==> src/rtl/mem_stage.sv <==
// mem_stage: pipeline memory-access stage; runs LW/SW over a req/valid
// handshake with timeout, stalls upstream while busy, drives MEM/WB outputs.
module mem_stage #(
    parameter logic [3:0] LW_OPC  = 4'b1000,
    parameter logic [3:0] SW_OPC  = 4'b1001,
    parameter int         TIMEOUT = 64
) (
    input  logic        clk,
    input  logic        rst_n,
    input  logic        ex_valid,
    input  logic [3:0]  ex_opcode,
    input  logic [15:0] ex_addr,
    input  logic [15:0] ex_result,
    input  logic [3:0]  ex_dst,
    input  logic        ex_wen,
    output logic        mem_req,
    output logic        mem_we,
    output logic [15:0] mem_addr,
    output logic [15:0] mem_wdata,
    input  logic [15:0] mem_rdata,
    input  logic        mem_valid,
    output logic        stall,
    output logic        wb_valid,
    output logic        wb_wen,
    output logic [3:0]  wb_dst,
    output logic [15:0] wb_data,
    output logic        err
);

    typedef enum logic {IDLE, BUSY} state_t;

    state_t      state, state_nxt;
    logic [7:0]  cnt, cnt_nxt;
    logic [3:0]  cap_dst, cap_dst_nxt;
    logic        req_nxt, we_nxt, err_nxt;
    logic [15:0] addr_nxt, wdata_nxt;
    logic        wb_valid_nxt, wb_wen_nxt;
    logic [3:0]  wb_dst_nxt;
    logic [15:0] wb_data_nxt;
    logic        is_mem, timeout_hit;

    assign is_mem      = ex_valid & ((ex_opcode == LW_OPC) | (ex_opcode == SW_OPC));
    assign timeout_hit = (state == BUSY) & ~mem_valid & (cnt == 8'(TIMEOUT - 1));
    assign stall       = ((state == IDLE) & is_mem) | ((state == BUSY) & ~mem_valid & ~timeout_hit);

    // Next-state, memory-port and MEM/WB values; everything holds by default.
    always_comb begin
        state_nxt    = state;
        cnt_nxt      = cnt;
        cap_dst_nxt  = cap_dst;
        req_nxt      = mem_req;
        we_nxt       = mem_we;
        addr_nxt     = mem_addr;
        wdata_nxt    = mem_wdata;
        err_nxt      = err;
        wb_valid_nxt = 1'b0;
        wb_wen_nxt   = 1'b0;
        wb_dst_nxt   = wb_dst;
        wb_data_nxt  = wb_data;
        if (state == IDLE) begin
            if (is_mem) begin
                state_nxt   = BUSY;
                cnt_nxt     = 8'd0;
                cap_dst_nxt = ex_dst;
                req_nxt     = 1'b1;
                we_nxt      = (ex_opcode == SW_OPC);
                addr_nxt    = ex_addr & 16'hFFFE;
                wdata_nxt   = ex_result;
            end else if (ex_valid) begin
                wb_valid_nxt = 1'b1;
                wb_wen_nxt   = ex_wen;
                wb_dst_nxt   = ex_dst;
                wb_data_nxt  = ex_result;
            end
        end else if (mem_valid) begin
            state_nxt    = IDLE;
            cnt_nxt      = 8'd0;
            req_nxt      = 1'b0;
            wb_valid_nxt = 1'b1;
            wb_wen_nxt   = ~mem_we;
            wb_dst_nxt   = cap_dst;
            wb_data_nxt  = mem_we ? mem_wdata : mem_rdata;
        end else if (timeout_hit) begin
            // Aborted access still retires so the pipeline keeps its order,
            // but it never writes the register file.
            state_nxt    = IDLE;
            cnt_nxt      = 8'd0;
            req_nxt      = 1'b0;
            err_nxt      = 1'b1;
            wb_valid_nxt = 1'b1;
            wb_dst_nxt   = cap_dst;
        end else begin
            cnt_nxt = cnt + 8'd1;
        end
    end

    // State and output registers; reset drops mem_req without waiting for clk.
    always_ff @(posedge clk or negedge rst_n) begin
        if (!rst_n) begin
            state     <= IDLE;
            cnt       <= 8'd0;
            cap_dst   <= 4'h0;
            mem_req   <= 1'b0;
            mem_we    <= 1'b0;
            mem_addr  <= 16'h0000;
            mem_wdata <= 16'h0000;
            err       <= 1'b0;
            wb_valid  <= 1'b0;
            wb_wen    <= 1'b0;
            wb_dst    <= 4'h0;
            wb_data   <= 16'h0000;
        end else begin
            state     <= state_nxt;
            cnt       <= cnt_nxt;
            cap_dst   <= cap_dst_nxt;
            mem_req   <= req_nxt;
            mem_we    <= we_nxt;
            mem_addr  <= addr_nxt;
            mem_wdata <= wdata_nxt;
            err       <= err_nxt;
            wb_valid  <= wb_valid_nxt;
            wb_wen    <= wb_wen_nxt;
            wb_dst    <= wb_dst_nxt;
            wb_data   <= wb_data_nxt;
        end
    end

endmodule

==> config.mk <==
export PLATFORM = sky130hd
export DESIGN_NAME = mem_stage
export DESIGN_NICKNAME = d
export VERILOG_FILES = /design/src/rtl/mem_stage.sv
export SDC_FILE = /design/constraint.sdc
export NUM_CORES = 1
export LEC_CHECK = 0
export CORE_UTILIZATION = 38
export CTS_BUF_LIST = sky130_fd_sc_hd__clkbuf_8
export DETAILED_ROUTE_END_ITERATION = 7
export GPL_ROUTABILITY_DRIVEN = 0
export PLACE_DENSITY_LB_ADDON = 0.08
export SLEW_MARGIN = 20
export SYNTH_ARGS = -nofsm -noshare
export SYNTH_HDL_FRONTEND = slang
export SYNTH_SLANG_ARGS = --single-unit
==> constraint.sdc <==
create_clock -name clk -period 1.62 [get_ports clk]
set_input_delay 0.324 -clock clk [delete_from_list [all_inputs] [get_ports clk]]
set_output_delay 0.324 -clock clk [all_outputs]
set_load 0.01 [all_outputs]
-- After elaboration in Yosys (flattened, before gate mapping)
Index checks and enable logic that the tools add are counted.
- bits in registers: 69
- input bits: 61
- output and inout port bits: 58
- word-level logic and storage cells: 68
- $add $sub $neg: 1
- equality and inequality tests: 6
- muxes and demuxes: 31
- bitwise logic cells: 11
- reductions and logical operators: 7
- operators by type and width (kind ; number):
    16-bit 2-to-1 mux ; 5
    8-bit 2-to-1 mux ; 4
    4-bit 2-to-1 mux ; 5
    1-bit 2-to-1 mux ; 17
    3-bit AND reduction ; 3
    8-bit by 1-bit adder with 8-bit output (second input constant) ; 1
    4-bit equality test (second input constant) ; 2
    8-bit by 6-bit equality test with 1-bit output (second input constant) ; 1
    1-bit AND ; 5
    2-bit != test (second input constant) ; 2
    1-bit NOT ; 4
    2-bit AND reduction ; 2
    2-bit nonzero test ; 2
    3-bit by 2-bit != test with 1-bit output (second input constant) ; 1
    1-bit bitwise OR ; 2

-- Logic depth before layout (Yosys ltp)
- depth in word-level cells: 6
- depth in mapped cells: 6
- gate-level depth less buffers: 5

-- Least setup slack after synthesis
Ideal clock, no wire load.
- kind: flip-flop to flip-flop
- start point: register cnt[0]
- end point: register wb_dst[0]
- setup time: 125 ps
- data arrival time: 1666 ps
- data required time: 1495 ps
- path slack: -171 ps
- cell stages (with the launch flop): 6
- path buffers: 0
- period minus slack after synthesis: 1791 ps
- cell sequence: dfrtp_1 > ha_1 > nand2_1 > or4_4 > o21ai_4 > mux2_2
- word-level cells in the longest chain between the ends: 4
- ends and longest elaborated chain (item ; line ; text):
    start: declaration ; 33 ; logic [7:0] cnt, cnt_nxt;
    start signal: assignment ; 114 ; cnt <= cnt_nxt;
    8-bit by 6-bit equality test with 1-bit output ; 43 ; assign timeout_hit = (state == BUSY) & ~mem_valid & (cnt == 8'(TIMEOUT - 1));
    1-bit AND ; 43 ;
    3-bit by 2-bit != test with 1-bit output (no line) ; - ;
    3-bit AND reduction (no line) ; - ;
    end signal: assignment ; 123 ; wb_dst <= wb_dst_nxt;
    end: declaration ; 25 ; output logic [3:0] wb_dst,
Every way passes these cells.
A chain may end at the register's enable or synchronous reset.

-- Worst setup path after layout
- start point: register cnt[0]
- end point: output stall
- word-level cells in the longest chain between the ends: 5
- ends and longest elaborated chain (item ; line ; text):
    8-bit by 6-bit equality test with 1-bit output ; 43 ;
    1-bit AND ; 43 ;
    1-bit NOT ; 44 ; assign stall = ((state == IDLE) & is_mem) | ((state == BUSY) & ~mem_valid & ~timeout_hit);
    1-bit AND ; 44 ;
    1-bit bitwise OR ; 44 ;
    end: declaration ; 22 ; output logic stall,
Every way passes these cells.

==> metrics.csv <==
metric,value,unit
status,finished with violations,
violations,negative setup slack,
timing.rr.start,cnt[0],
vias,2496,
die_w,91.9,um
synth_area_per_cell,11.8,um2
async_reset_ff_share,100,%
hold_path_class,in -> async,
fin_nets,469,
viasPerCell,4.86,
synthTopCellsByArea,"dfrtp_1, mux2_2, mux2i_1",
worstMarginPinSlew,0.496,ns
wl,7.69,mm
drive_above_1_share,25.2,%
sw_frac_of_total,26.0,%
clkPwrFrac,31.1,%
reg2reg_slack,-0.30,ns
clockRootBuffer,clkbuf_8,
finalWorstSetupSlack,-0.381,ns
overflow,0,
seq_area,1730,um2
clkSlewWorstSetupHoldPaths,0.07,ns
start_util,39.5,%
synthTopCellsByCount,"dfrtp_1, mux2_2, nand2_1, nor2_1, o21ai_0",
peakVddDrop,602,uV
design_area,4890,um2
grt_pass1_wl,12.5,mm
period_needed,2.00,ns
clk_latency,0.34,ns
multi_input_area,1300,um2
cts_tree,yes,
cp-end-kind,primary output,
synth.most_common_cell,dfrtp_1,
drtIter0Drc,72,
p_comb_share,28.4,%
synth_area,3070,um2
syn2layout_area_growth,59.5,%
start_kind,flip-flop,
cts_sinks,69,
drc,0,
yosysTopAreaCellShare,56.3,%
post_drt_wl_per_cell,15.0,um
fp.dieH,91.9,um
postRouteAntennaNets,0,
grt_max_degree,44,
synth_cells,260,
core_area,7770,um2
fp.dieArea,8440,um2
drv_cap,0,
leakagePower,2.24,nW
setup_violations,6,
placed_area,4530,um2
cp.required,1.30,ns
ys.warnings.count,0,
grt_usage,19.2,%
final.fill_count,669,
p_int,4.04,mW
tns,-1.59,ns
reg2reg_depth,6,
clk_path_buf_depth,2,
fmax,500,MHz
antenna_cells,0,
ys.flop_type,dfrtp_1,
ys_seq_elements,69,
rows,32,
sequentialPowerShare,40.5,%
synth_top_cell_by_area,dfrtp_1,
hold_viol,0,
slew_viol_final,0,
clock_skew,0.00650,ns
net-switching-power,1.42,mW
worstPathArrival,1.68,ns
firstDrtPassIters,4,
seq_area_frac_synth,56.3,%
synth_edf_count,0,
antenna_found_initial,0,
cp_max_fo,2,
dp.final_hpwl,5.37,mm
htree_levels,3,
cts_buffers,9,
syn_nets,322,
worstSetupPathType,reg -> out,
finalCritPeriodShare,123,%
reg2reg_to,wb_dst[2],
slew_headroom,66.8,%
port_buffers,116,
rsz0062_at_grt,yes,
ios,119,
first_global_vias,2592,
yosysUniqueCellTypes,33,
power_density,1110,nW/um2
==> what timing repair did <==
action / in CTS / in global routing
endpoints found under the setup margin: 57 / 33
cloned: 1 / 0
hold endpoints to repair: 4 / 0
buffers inserted: 0 / 3
hold buffers: 1 / 0
pin swaps: 3 / 3
gates resized for setup: 21 / 9
==> registers in the layout (all words and copies together) (netlist names) <==
| register | count |
|---|---|
| cap_dst | 4 |
| cnt | 8 |
| err | 1 |
| mem_addr | 15 |
| mem_req | 1 |
| mem_wdata | 16 |
| mem_we | 1 |
| state | 1 |
| wb_data | 16 |
| wb_dst | 4 |
| wb_valid | 1 |
| wb_wen | 1 |
==> per-stage QoR <==
| stage | total power [mW] | setup WS (ns) | hold WS, ns | utilization [%] | instances |
|---|---|---|---|---|---|
| floorplan | 2.85 | -0.158 | 0.0284 | - | 260 |
| global placement | 3.74 | -0.505 | 0.146 | 58.3 | 493 |
| detailed placement | 3.78 | -0.553 | 0.146 | 58.3 | 493 |
| CTS | 5.52 | -0.390 | 0.320 | 62.3 | 511 |
| global route | 5.71 | -0.431 | 0.331 | 63.0 | 514 |
| finish | 5.45 | -0.381 | 0.330 | 63.0 | 514 |
==> layout by cell type, fill, tap and decap left out, types with 4 or more instances in the layout <==
cell	instances
nor2_1	22
clkbuf_8	10
a21oi_1	18
dfrtp_1	69
dlygate4sd2_1	4
nand2_1	23
xor2_1	4
clkdlybuf4s50_1	101
buf_4	28
o21ai_0	21
mux2_2	44
dlymetal6s2s_1	9
mux2i_1	16
==> critical path, cell delays in order, from the launching register on <==
cell	delay, ns
dfrtp_1	0.36
ha_2	0.19
nand2_2	0.06
or4_4	0.44
nand2_2	0.09
nand2_1	0.06
buf_2	0.13
==> how the worst max path moves through the flow <==
stage / from / to / depth (start not counted)
2_1_floorplan: cnt[0] / wb_dst[0] / 5
3_3_place_gp: ex_opcode[3] / stall / 5
3_5_place_dp: ex_opcode[3] / stall / 5
4_1_cts: cnt[0] / stall / 6
5_1_grt: cnt[0] / stall / 6
6_report: cnt[0] / stall / 6
==> layer usage <==
| layer | global-route usage, % | vias up | share of wire [%] |
|---|---|---|---|
| li1 | - | 1216 | - |
| met1 | 23.9 | 1187 | 46 |
| met2 | 31.5 | 81 | 46 |
| met3 | 4.64 | 12 | 5.8 |
| met4 | 9.24 | 0 | 1.9 |
| met5 | 0 | - | 0 |
==> power by group through the flow <==
stage	Clock [mW]	Combinational (mW)	Sequential [mW]
final	1.70	1.55	2.21
after global routing	1.79	1.67	2.25
after CTS	1.74	1.57	2.21
after detailed placement	0	1.54	2.24
after global placement	0	1.52	2.22
after floorplan	0	0.494	2.36
==> layout make-up <==
class	instances	share of cell area, %
Sequential cell	69	35.3
Timing Repair Buffer	150	30.5
Multi-Input combinational cell	176	26.6
Clock buffer	10	2.81
Tap cell	102	2.61
Clock inverter	6	2.10
Inverter	1	0.0767
==> logic make-up after synthesis <==
logic type / Yosys count / synth area share (%)
AO/OA/AOI/OAI: 50 / 9.66
XOR/XNOR: 4 / 1.14
adder cells (fa/ha/maj): 1 / 0.408
buffers and inverters: 15 / 2.24
flip-flops: 69 / 56.3
multiplexers: 60 / 21.4
other: 1 / 0.122
AND/OR/NAND/NOR: 60 / 8.81
Power figures use the tool's default switching activity.
